### src/rtl/axis_mm_controller.sv
// ---------------------------------------------------------------------------
// axis_mm_controller
//
// Top-level sequencer for the AXI-Stream matrix-multiply coprocessor.
//   1. Accepts A then B operand words on the slave stream and writes them
//      into A_RAM / B_RAM through registered write ports.
//   2. Pulses Start to matrix_multiply and waits for its Done pulse.
//   3. Reads RES_RAM 0..RES_WORDS-1 and streams it out on the master stream
//      through a 2-entry prefetch buffer.
//
// Ports:
//   ACLK, ARESET                      clock, synchronous active-high reset
//   S_AXIS_*                          operand input stream (slave)
//   M_AXIS_*                          result output stream (master)
//   A_write_* / B_write_*             operand RAM write ports (1-cycle pulse)
//   Start / Done                      handshake with matrix_multiply
//   RES_read_en / RES_read_address    result RAM read request
//   RES_read_data_out                 result RAM data, 1 cycle after read_en
//   Protocol_error                    sticky TLAST framing error flag
//
// Optional feature: define INPUT_TLAST_CHECK_EN to validate S_AXIS_TLAST
// against the word count. Without it TLAST is ignored and Protocol_error
// is tied low.
// ---------------------------------------------------------------------------
module axis_mm_controller #(
    parameter int width          = 8,
    parameter int A_depth_bits   = 9,
    parameter int B_depth_bits   = 3,
    parameter int RES_depth_bits = 6
) (
    input  logic                      ACLK,
    input  logic                      ARESET,
    output logic                      S_AXIS_TREADY,
    input  logic [31:0]               S_AXIS_TDATA,
    input  logic                      S_AXIS_TLAST,
    input  logic                      S_AXIS_TVALID,
    output logic                      M_AXIS_TVALID,
    output logic [31:0]               M_AXIS_TDATA,
    output logic                      M_AXIS_TLAST,
    input  logic                      M_AXIS_TREADY,
    output logic                      A_write_en,
    output logic [A_depth_bits-1:0]   A_write_address,
    output logic [width-1:0]          A_write_data_in,
    output logic                      B_write_en,
    output logic [B_depth_bits-1:0]   B_write_address,
    output logic [width-1:0]          B_write_data_in,
    output logic                      Start,
    input  logic                      Done,
    output logic                      RES_read_en,
    output logic [RES_depth_bits-1:0] RES_read_address,
    input  logic [width-1:0]          RES_read_data_out,
    output logic                      Protocol_error
);

    localparam int A_WORDS   = 1 << A_depth_bits;
    localparam int B_WORDS   = 1 << B_depth_bits;
    localparam int IN_WORDS  = A_WORDS + B_WORDS;
    localparam int RES_WORDS = 1 << RES_depth_bits;
    localparam int CNT_W     = $clog2(IN_WORDS);
    localparam int RD_W      = RES_depth_bits + 1;

    localparam logic [CNT_W-1:0]          LAST_IN   = CNT_W'(IN_WORDS - 1);
    localparam logic [CNT_W-1:0]          A_LIMIT   = CNT_W'(A_WORDS);
    localparam logic [RD_W-1:0]           RES_COUNT = RD_W'(RES_WORDS);
    localparam logic [RES_depth_bits-1:0] LAST_OUT  = RES_depth_bits'(RES_WORDS - 1);

    typedef enum logic [1:0] {
        READ_INPUTS,
        COMPUTE,
        WRITE_OUTPUTS
    } state_t;

    state_t state_q, state_d;

    logic [CNT_W-1:0]          inCount_q, inCount_d;
    logic                      aWe_q, aWe_d, bWe_q, bWe_d;
    logic [A_depth_bits-1:0]   aAddr_q, aAddr_d;
    logic [B_depth_bits-1:0]   bAddr_q, bAddr_d;
    logic [width-1:0]          wrData_q, wrData_d;
    logic                      start_q, start_d;

    logic [RD_W-1:0]           rdAddr_q, rdAddr_d;
    logic                      pending_q, pending_d;
    logic [1:0]                bufCount_q, bufCount_d;
    logic [width-1:0]          buf0_q, buf0_d, buf1_q, buf1_d;
    logic [RES_depth_bits-1:0] outCount_q, outCount_d;

    logic             inHs, lastWord, frameError;
    logic             readEn, outValid, outHs, push, pop, lastOut;
    logic [width-1:0] headData;

    assign inHs     = S_AXIS_TVALID && (state_q == READ_INPUTS);
    assign lastWord = (inCount_q == LAST_IN);

`ifdef INPUT_TLAST_CHECK_EN
    logic protoErr_q, protoErr_d;
    logic unusedInputs;

    // A frame is bad when TLAST disagrees with the word count, either early or missing.
    assign frameError     = inHs && (S_AXIS_TLAST != lastWord);
    assign protoErr_d     = protoErr_q || frameError;
    assign Protocol_error = protoErr_q;
    assign unusedInputs   = ^S_AXIS_TDATA[31:width];
`else
    logic unusedInputs;

    assign frameError     = 1'b0;
    assign Protocol_error = 1'b0;
    assign unusedInputs   = ^{S_AXIS_TDATA[31:width], S_AXIS_TLAST};
`endif

    // Output buffer occupancy: up to two stored words plus one read in flight.
    // When the buffer is empty the returning RAM word is presented directly,
    // which keeps the Done-to-TVALID latency at two cycles.
    assign outValid = (bufCount_q != 2'd0) || pending_q;
    assign headData = (bufCount_q != 2'd0) ? buf0_q : RES_read_data_out;
    assign outHs    = outValid && M_AXIS_TREADY;
    assign lastOut  = (outCount_q == LAST_OUT);
    assign pop      = outHs && (bufCount_q != 2'd0);
    assign push     = pending_q && !(outHs && (bufCount_q == 2'd0));

    // A read is only issued if the word it returns is guaranteed a slot.
    assign readEn = (state_q == WRITE_OUTPUTS) && (rdAddr_q < RES_COUNT) &&
                    ((bufCount_q == 2'd0) || ((bufCount_q == 2'd1) && !pending_q));

    // State register.
    always_ff @(posedge ACLK) begin
        if (ARESET) begin
            state_q <= READ_INPUTS;
        end else begin
            state_q <= state_d;
        end
    end

    // Next-state logic. Done is ignored in the Start cycle and outside COMPUTE.
    always_comb begin
        state_d = state_q;
        case (state_q)
            READ_INPUTS:   if (inHs && lastWord && !frameError) state_d = COMPUTE;
            COMPUTE:       if (Done && !start_q) state_d = WRITE_OUTPUTS;
            WRITE_OUTPUTS: if (outHs && lastOut) state_d = READ_INPUTS;
            default:       state_d = READ_INPUTS;
        endcase
    end

    // Output logic: input-side write pulses and Start are computed here and
    // registered below so they appear the cycle after the handshake.
    always_comb begin
        aWe_d     = 1'b0;
        bWe_d     = 1'b0;
        aAddr_d   = aAddr_q;
        bAddr_d   = bAddr_q;
        wrData_d  = wrData_q;
        inCount_d = inCount_q;
        start_d   = 1'b0;
        if (inHs) begin
            wrData_d = S_AXIS_TDATA[width-1:0];
            if (inCount_q < A_LIMIT) begin
                aWe_d   = 1'b1;
                aAddr_d = inCount_q[A_depth_bits-1:0];
            end else begin
                bWe_d   = 1'b1;
                bAddr_d = B_depth_bits'(inCount_q - A_LIMIT);
            end
            if (lastWord || frameError) begin
                inCount_d = '0;
            end else begin
                inCount_d = inCount_q + CNT_W'(1);
            end
            start_d = lastWord && !frameError;
        end
    end

    // Prefetch buffer as a two-deep shift register; slot 0 is always the head.
    always_comb begin
        buf0_d     = buf0_q;
        buf1_d     = buf1_q;
        bufCount_d = bufCount_q;
        case ({push, pop})
            2'b10: begin
                if (bufCount_q == 2'd0) buf0_d = RES_read_data_out;
                else                    buf1_d = RES_read_data_out;
                bufCount_d = bufCount_q + 2'd1;
            end
            2'b01: begin
                buf0_d     = buf1_q;
                bufCount_d = bufCount_q - 2'd1;
            end
            2'b11: begin
                if (bufCount_q == 2'd1) begin
                    buf0_d = RES_read_data_out;
                end else begin
                    buf0_d = buf1_q;
                    buf1_d = RES_read_data_out;
                end
            end
            default: ;
        endcase
        pending_d = readEn;
        if (outHs && lastOut) begin
            rdAddr_d   = '0;
            outCount_d = '0;
        end else begin
            rdAddr_d   = rdAddr_q + RD_W'(readEn);
            outCount_d = outCount_q + RES_depth_bits'(outHs);
        end
    end

    // Datapath registers.
    always_ff @(posedge ACLK) begin
        if (ARESET) begin
            inCount_q  <= '0;
            aWe_q      <= 1'b0;
            bWe_q      <= 1'b0;
            aAddr_q    <= '0;
            bAddr_q    <= '0;
            wrData_q   <= '0;
            start_q    <= 1'b0;
            rdAddr_q   <= '0;
            pending_q  <= 1'b0;
            bufCount_q <= 2'd0;
            buf0_q     <= '0;
            buf1_q     <= '0;
            outCount_q <= '0;
`ifdef INPUT_TLAST_CHECK_EN
            protoErr_q <= 1'b0;
`endif
        end else begin
            inCount_q  <= inCount_d;
            aWe_q      <= aWe_d;
            bWe_q      <= bWe_d;
            aAddr_q    <= aAddr_d;
            bAddr_q    <= bAddr_d;
            wrData_q   <= wrData_d;
            start_q    <= start_d;
            rdAddr_q   <= rdAddr_d;
            pending_q  <= pending_d;
            bufCount_q <= bufCount_d;
            buf0_q     <= buf0_d;
            buf1_q     <= buf1_d;
            outCount_q <= outCount_d;
`ifdef INPUT_TLAST_CHECK_EN
            protoErr_q <= protoErr_d;
`endif
        end
    end

    assign S_AXIS_TREADY    = (state_q == READ_INPUTS);
    assign A_write_en       = aWe_q;
    assign A_write_address  = aAddr_q;
    assign A_write_data_in  = wrData_q;
    assign B_write_en       = bWe_q;
    assign B_write_address  = bAddr_q;
    assign B_write_data_in  = wrData_q;
    assign Start            = start_q;
    assign RES_read_en      = readEn;
    assign RES_read_address = rdAddr_q[RES_depth_bits-1:0];
    assign M_AXIS_TVALID    = outValid;
    assign M_AXIS_TDATA     = outValid ? {{(32-width){1'b0}}, headData} : 32'd0;
    assign M_AXIS_TLAST     = outValid && lastOut;

endmodule

### config.mk
export PLATFORM = sky130hd
export DESIGN_NAME = axis_mm_controller
export DESIGN_NICKNAME = d
export VERILOG_FILES = /design/src/rtl/axis_mm_controller.sv
export SDC_FILE = /design/constraint.sdc
export NUM_CORES = 1
export LEC_CHECK = 0
export ABC_CLOCK_PERIOD_IN_PS = 5300
export BUFFER_PORTS_ARGS = -buffer_cell sky130_fd_sc_hd__buf_2
export CAP_MARGIN = 20
export CORE_MARGIN = 1.5
export CORE_UTILIZATION = 50
export CTS_BUF_LIST = sky130_fd_sc_hd__clkbuf_4 sky130_fd_sc_hd__clkbuf_8
export DETAILED_ROUTE_END_ITERATION = 16
export PLACE_DENSITY = 0.79
export RECOVER_POWER = 50
export SYNTH_ARGS = -nofsm -noshare
export SYNTH_HDL_FRONTEND = slang
export SYNTH_SLANG_ARGS = --single-unit
### constraint.sdc
create_clock -name ACLK -period 5.3 [get_ports ACLK]
set_clock_uncertainty 0.2 [all_clocks]
set_input_delay 0.265 -clock ACLK [delete_from_list [all_inputs] [get_ports ACLK]]
set_output_delay 0.265 -clock ACLK [all_outputs]
set_load 0.005 [all_outputs]
==> metrics.yaml <==
outcome: "completed"
yosys_warnings: 0
fin_crit_ns: 3.04
avgSynthCellArea_um2: 8.32
wl_per_cell_um: 12.2
grt_setup_unrepaired: "false"
worstHoldPathType: "primary input to register"
first_pass_iters: 4
relSlewSlack_pct: 46.2
regToRegStartpoint: "bufCount_q[1]$_SDFFE_PP0P_"
start_util_pct: 52.3
tightestPinTransition_ns: 0.808
ff2ff_path_depth: 10
ant_nets: 0
post_cts_resized: 0
antenna_found_initial: 0
cp_max_fo: 24
synthArstFlopShare_pct: 0
cp.arrival_ns: 3.07
startpoint: "bufCount_q[1]$_SDFFE_PP0P_"
grt.overflow.total: 0
synth_compound_area_share_pct: 10.1
cp-start-kind: "register"
max_stage_delay_ns: 0.68
grt_pass1_vias: 2426
synthFlopType: "dfxtp_1"
area_growth_pct: 16.0
grt.total_usage_pct: 19.9
drv_cap: 0
die_area_um2: 6760
timing.final.crit_share_pct: 57.3
ys_seq_area_share_pct: 42.8
synth_xor_xnor_area_share_pct: 5.03
final-max-slew-violation-count: 0
syn_inst: 377
n_antenna_cell: 0
endpoint_kind: "register"
post-place-ws_ns: 2.32
numPortBuffers: 69
postCtsSetupRepairBufs: 0
worstPathCellList: "inv_1, ha_1, a21oi_1, nor4b_1, ha_1, ha_1, and3_1, nand3_1, xor2_1, nor2_1"
synth_adder_area_share_pct: 2.79
finalNetCount: 493
coreArea_um2: 5990
grt_pass1_wl_mm: 10.5
finalSetupViolCount: 0
synthSimpleGateAreaFrac_pct: 22.6
p_per_area_nw_per_um2: 341
die_y_um: 82.2
dp_hpwl_mm: 4.21
synthMuxAreaShare_pct: 2.87
cp_common_cell: "ha_1"
fmax_mhz: 329
finalWeightedCongestion: 0.841
hold_ws_ns: 0.0177
io_pins: 120
cts-buffers-inserted: 9
drc: 0
grt_max_degree: 45
drive_above_1_share_pct: 16.6
synth_edf_count: 0
num_rows: 28
insertion_delay_ns: 0.34
worst-r2r-setup-slack_ns: 2.26
crit_required_ns: 5.33
synth_cell_type_count: 43
fillers: 590
totalNegativeSetupSlack_ns: 0
totalWireLength_mm: 6.35
vias_per_cell: 5.02
synth_top_family_by_area: "simple AND/OR/NAND/NOR gates"
cts_root_buf: "clkbuf_8"
clkSlewWorstSetupHoldPaths_ns: 0.07
path_class: "register to register"
cts_sinks: 67
p_leak_nw: 1.50
cp-endpoint: "rdAddr_q[6]$_SDFF_PP0_"
cp_slowest_cell: "ha_1"
initialDrtViolationCount: 149
irDropWorstVdd_v: 0.000218
register_area_um2: 1340
r2r-end: "rdAddr_q[6]$_SDFF_PP0_"
netlist_area_um2: 3140
h-tree-depth: 3
synth-seq-cells: 67
die_w_um: 82.2
hold_violations: 0
clock_path_buffers: 2
cts_tree: "done"
vias: 2611
multiInputGateArea_um2: 1450
fin_ws_ns: 2.26
## synthesized netlist by cell type, types with 2 or more instances
cell | count | area (µm²)
dfxtp_1 | 67 | 1340
nand2_1 | 53 | 199
buf_4 | 39 | 293
nor2_1 | 38 | 143
a21oi_1 | 26 | 130
nand3_1 | 23 | 115
inv_1 | 16 | 60.1
clkbuf_1 | 14 | 52.6
o21ai_0 | 12 | 60.1
xnor2_1 | 11 | 96.3
mux2i_1 | 9 | 90.1
a311oi_1 | 7 | 61.3
ha_1 | 7 | 87.6
xor2_1 | 7 | 61.3
and3_1 | 6 | 37.5
nand4_1 | 5 | 31.3
nand2b_1 | 3 | 18.8
nand3b_1 | 3 | 22.5
nor3_1 | 3 | 15.0
buf_2 | 2 | 10.0
nor2_2 | 2 | 12.5
nor2b_1 | 2 | 12.5
or3_1 | 2 | 12.5
## where the power goes
group,internal (mW),total [mW],switching (mW)
registers,0.536,0.556,0.0198
logic,0.0801,0.215,0.134
clock network,0.277,0.470,0.192
total,0.893,1.24,0.346
## cells in the final DEF (no fill, tap or decap), drive strengths merged, types with 7 or more instances in the layout
cell and n:
a21oi 26, a311oi 7, buf 51, clkbuf 30, conb 25, dfxtp 67, dlygate4sd3 13, ha 7
inv 17, mux2i 9, nand2 54, nand3 23, nor2 40, o21ai 13, xnor2 11, xor2 7
## cells by family (layout without fill, tap and decap cells)
kind of cell,count (synthesis),after routing
XOR/XNOR,18,18
adder cells (fa/ha/maj),7,7
other,1,25
AND/OR/NAND/NOR,150,150
AO/OA/AOI/OAI,52,52
buffers and inverters,73,117
multiplexers,9,9
flip-flops,67,67
## how the worst min path moves through the flow
stage,depth (start not counted),from,slack (ns),endpoint
3_5_place_dp,2,A_write_address[5]$_SDFFE_PP0P_,0.25,A_write_address[5]$_SDFFE_PP0P_
4_1_cts,3,RES_read_data_out[5],0.003,buf1_q[5]$_SDFFE_PP0P_
3_3_place_gp,2,B_write_address[1]$_SDFFE_PP0P_,0.24,B_write_address[1]$_SDFFE_PP0P_
5_1_grt,3,RES_read_data_out[6],0.02,buf0_q[6]$_SDFFE_PP0P_
2_1_floorplan,2,S_AXIS_TDATA[0],0.20,A_write_data_in[0]$_SDFFE_PP0N_
6_report,3,RES_read_data_out[6],0.02,buf0_q[6]$_SDFFE_PP0P_
## registers in the layout (all words and copies together), names as in the netlist, 2 cells and up
signal / cells
buf1_q: 8
A_write_address: 9
state_q: 2
buf0_q: 8
B_write_address: 3
A_write_data_in: 8
inCount_q: 10
outCount_q: 6
bufCount_q: 2
rdAddr_q: 7
## what timing repair did
item / 4_1_cts / 5_1_grt
hold buffers: 13 / 0
endpoints found under the hold margin: 15 / 0
endpoints found under the setup margin: 0 / 0
## cell type report
class | count | share of cell area, %
Clock buffer | 10 | 3.78
Multi-Input combinational cell | 261 | 39.8
Timing Repair Buffer | 84 | 12.8
Tap cell | 75 | 2.58
Sequential cell | 67 | 36.9
Clock inverter | 6 | 2.44
Inverter | 17 | 1.75
## worst max-delay path, delay by kind of cell, from the launching register on
family,cells,cell delay (ns)
XOR/XNOR,1,0.14
adder cells (fa/ha/maj),3,1.13
buffers and inverters,1,0.09
flip-flops,1,0.33
AND/OR/NAND/NOR,4,0.91
AO/OA/AOI/OAI,1,0.12
## metal layers
layer / global-route usage [%] / wire [µm] / vias to the layer above / part of all wire (%)
li1: - / - / 1321 / -
met1: 24.4 / 2850 / 1199 / 45
met2: 33.7 / 3090 / 80 / 49
met3: 3.85 / 319 / 11 / 5.0
met4: 8.64 / 100 / 0 / 1.6
met5: 0 / 0 / - / 0
## through the flow
stage               util [%]  power [mW]  std cells  area [µm²]
floorplan                  -       0.727        401        3230
global placement        55.2       0.758        490        3310
detailed placement      55.2       0.767        490        3310
CTS                     61.1        1.25        519        3660
global route            60.7        1.31        520        3640
finish                  60.7        1.24        520        3640
No activity file was read; power rests on OpenSTA's default activity.
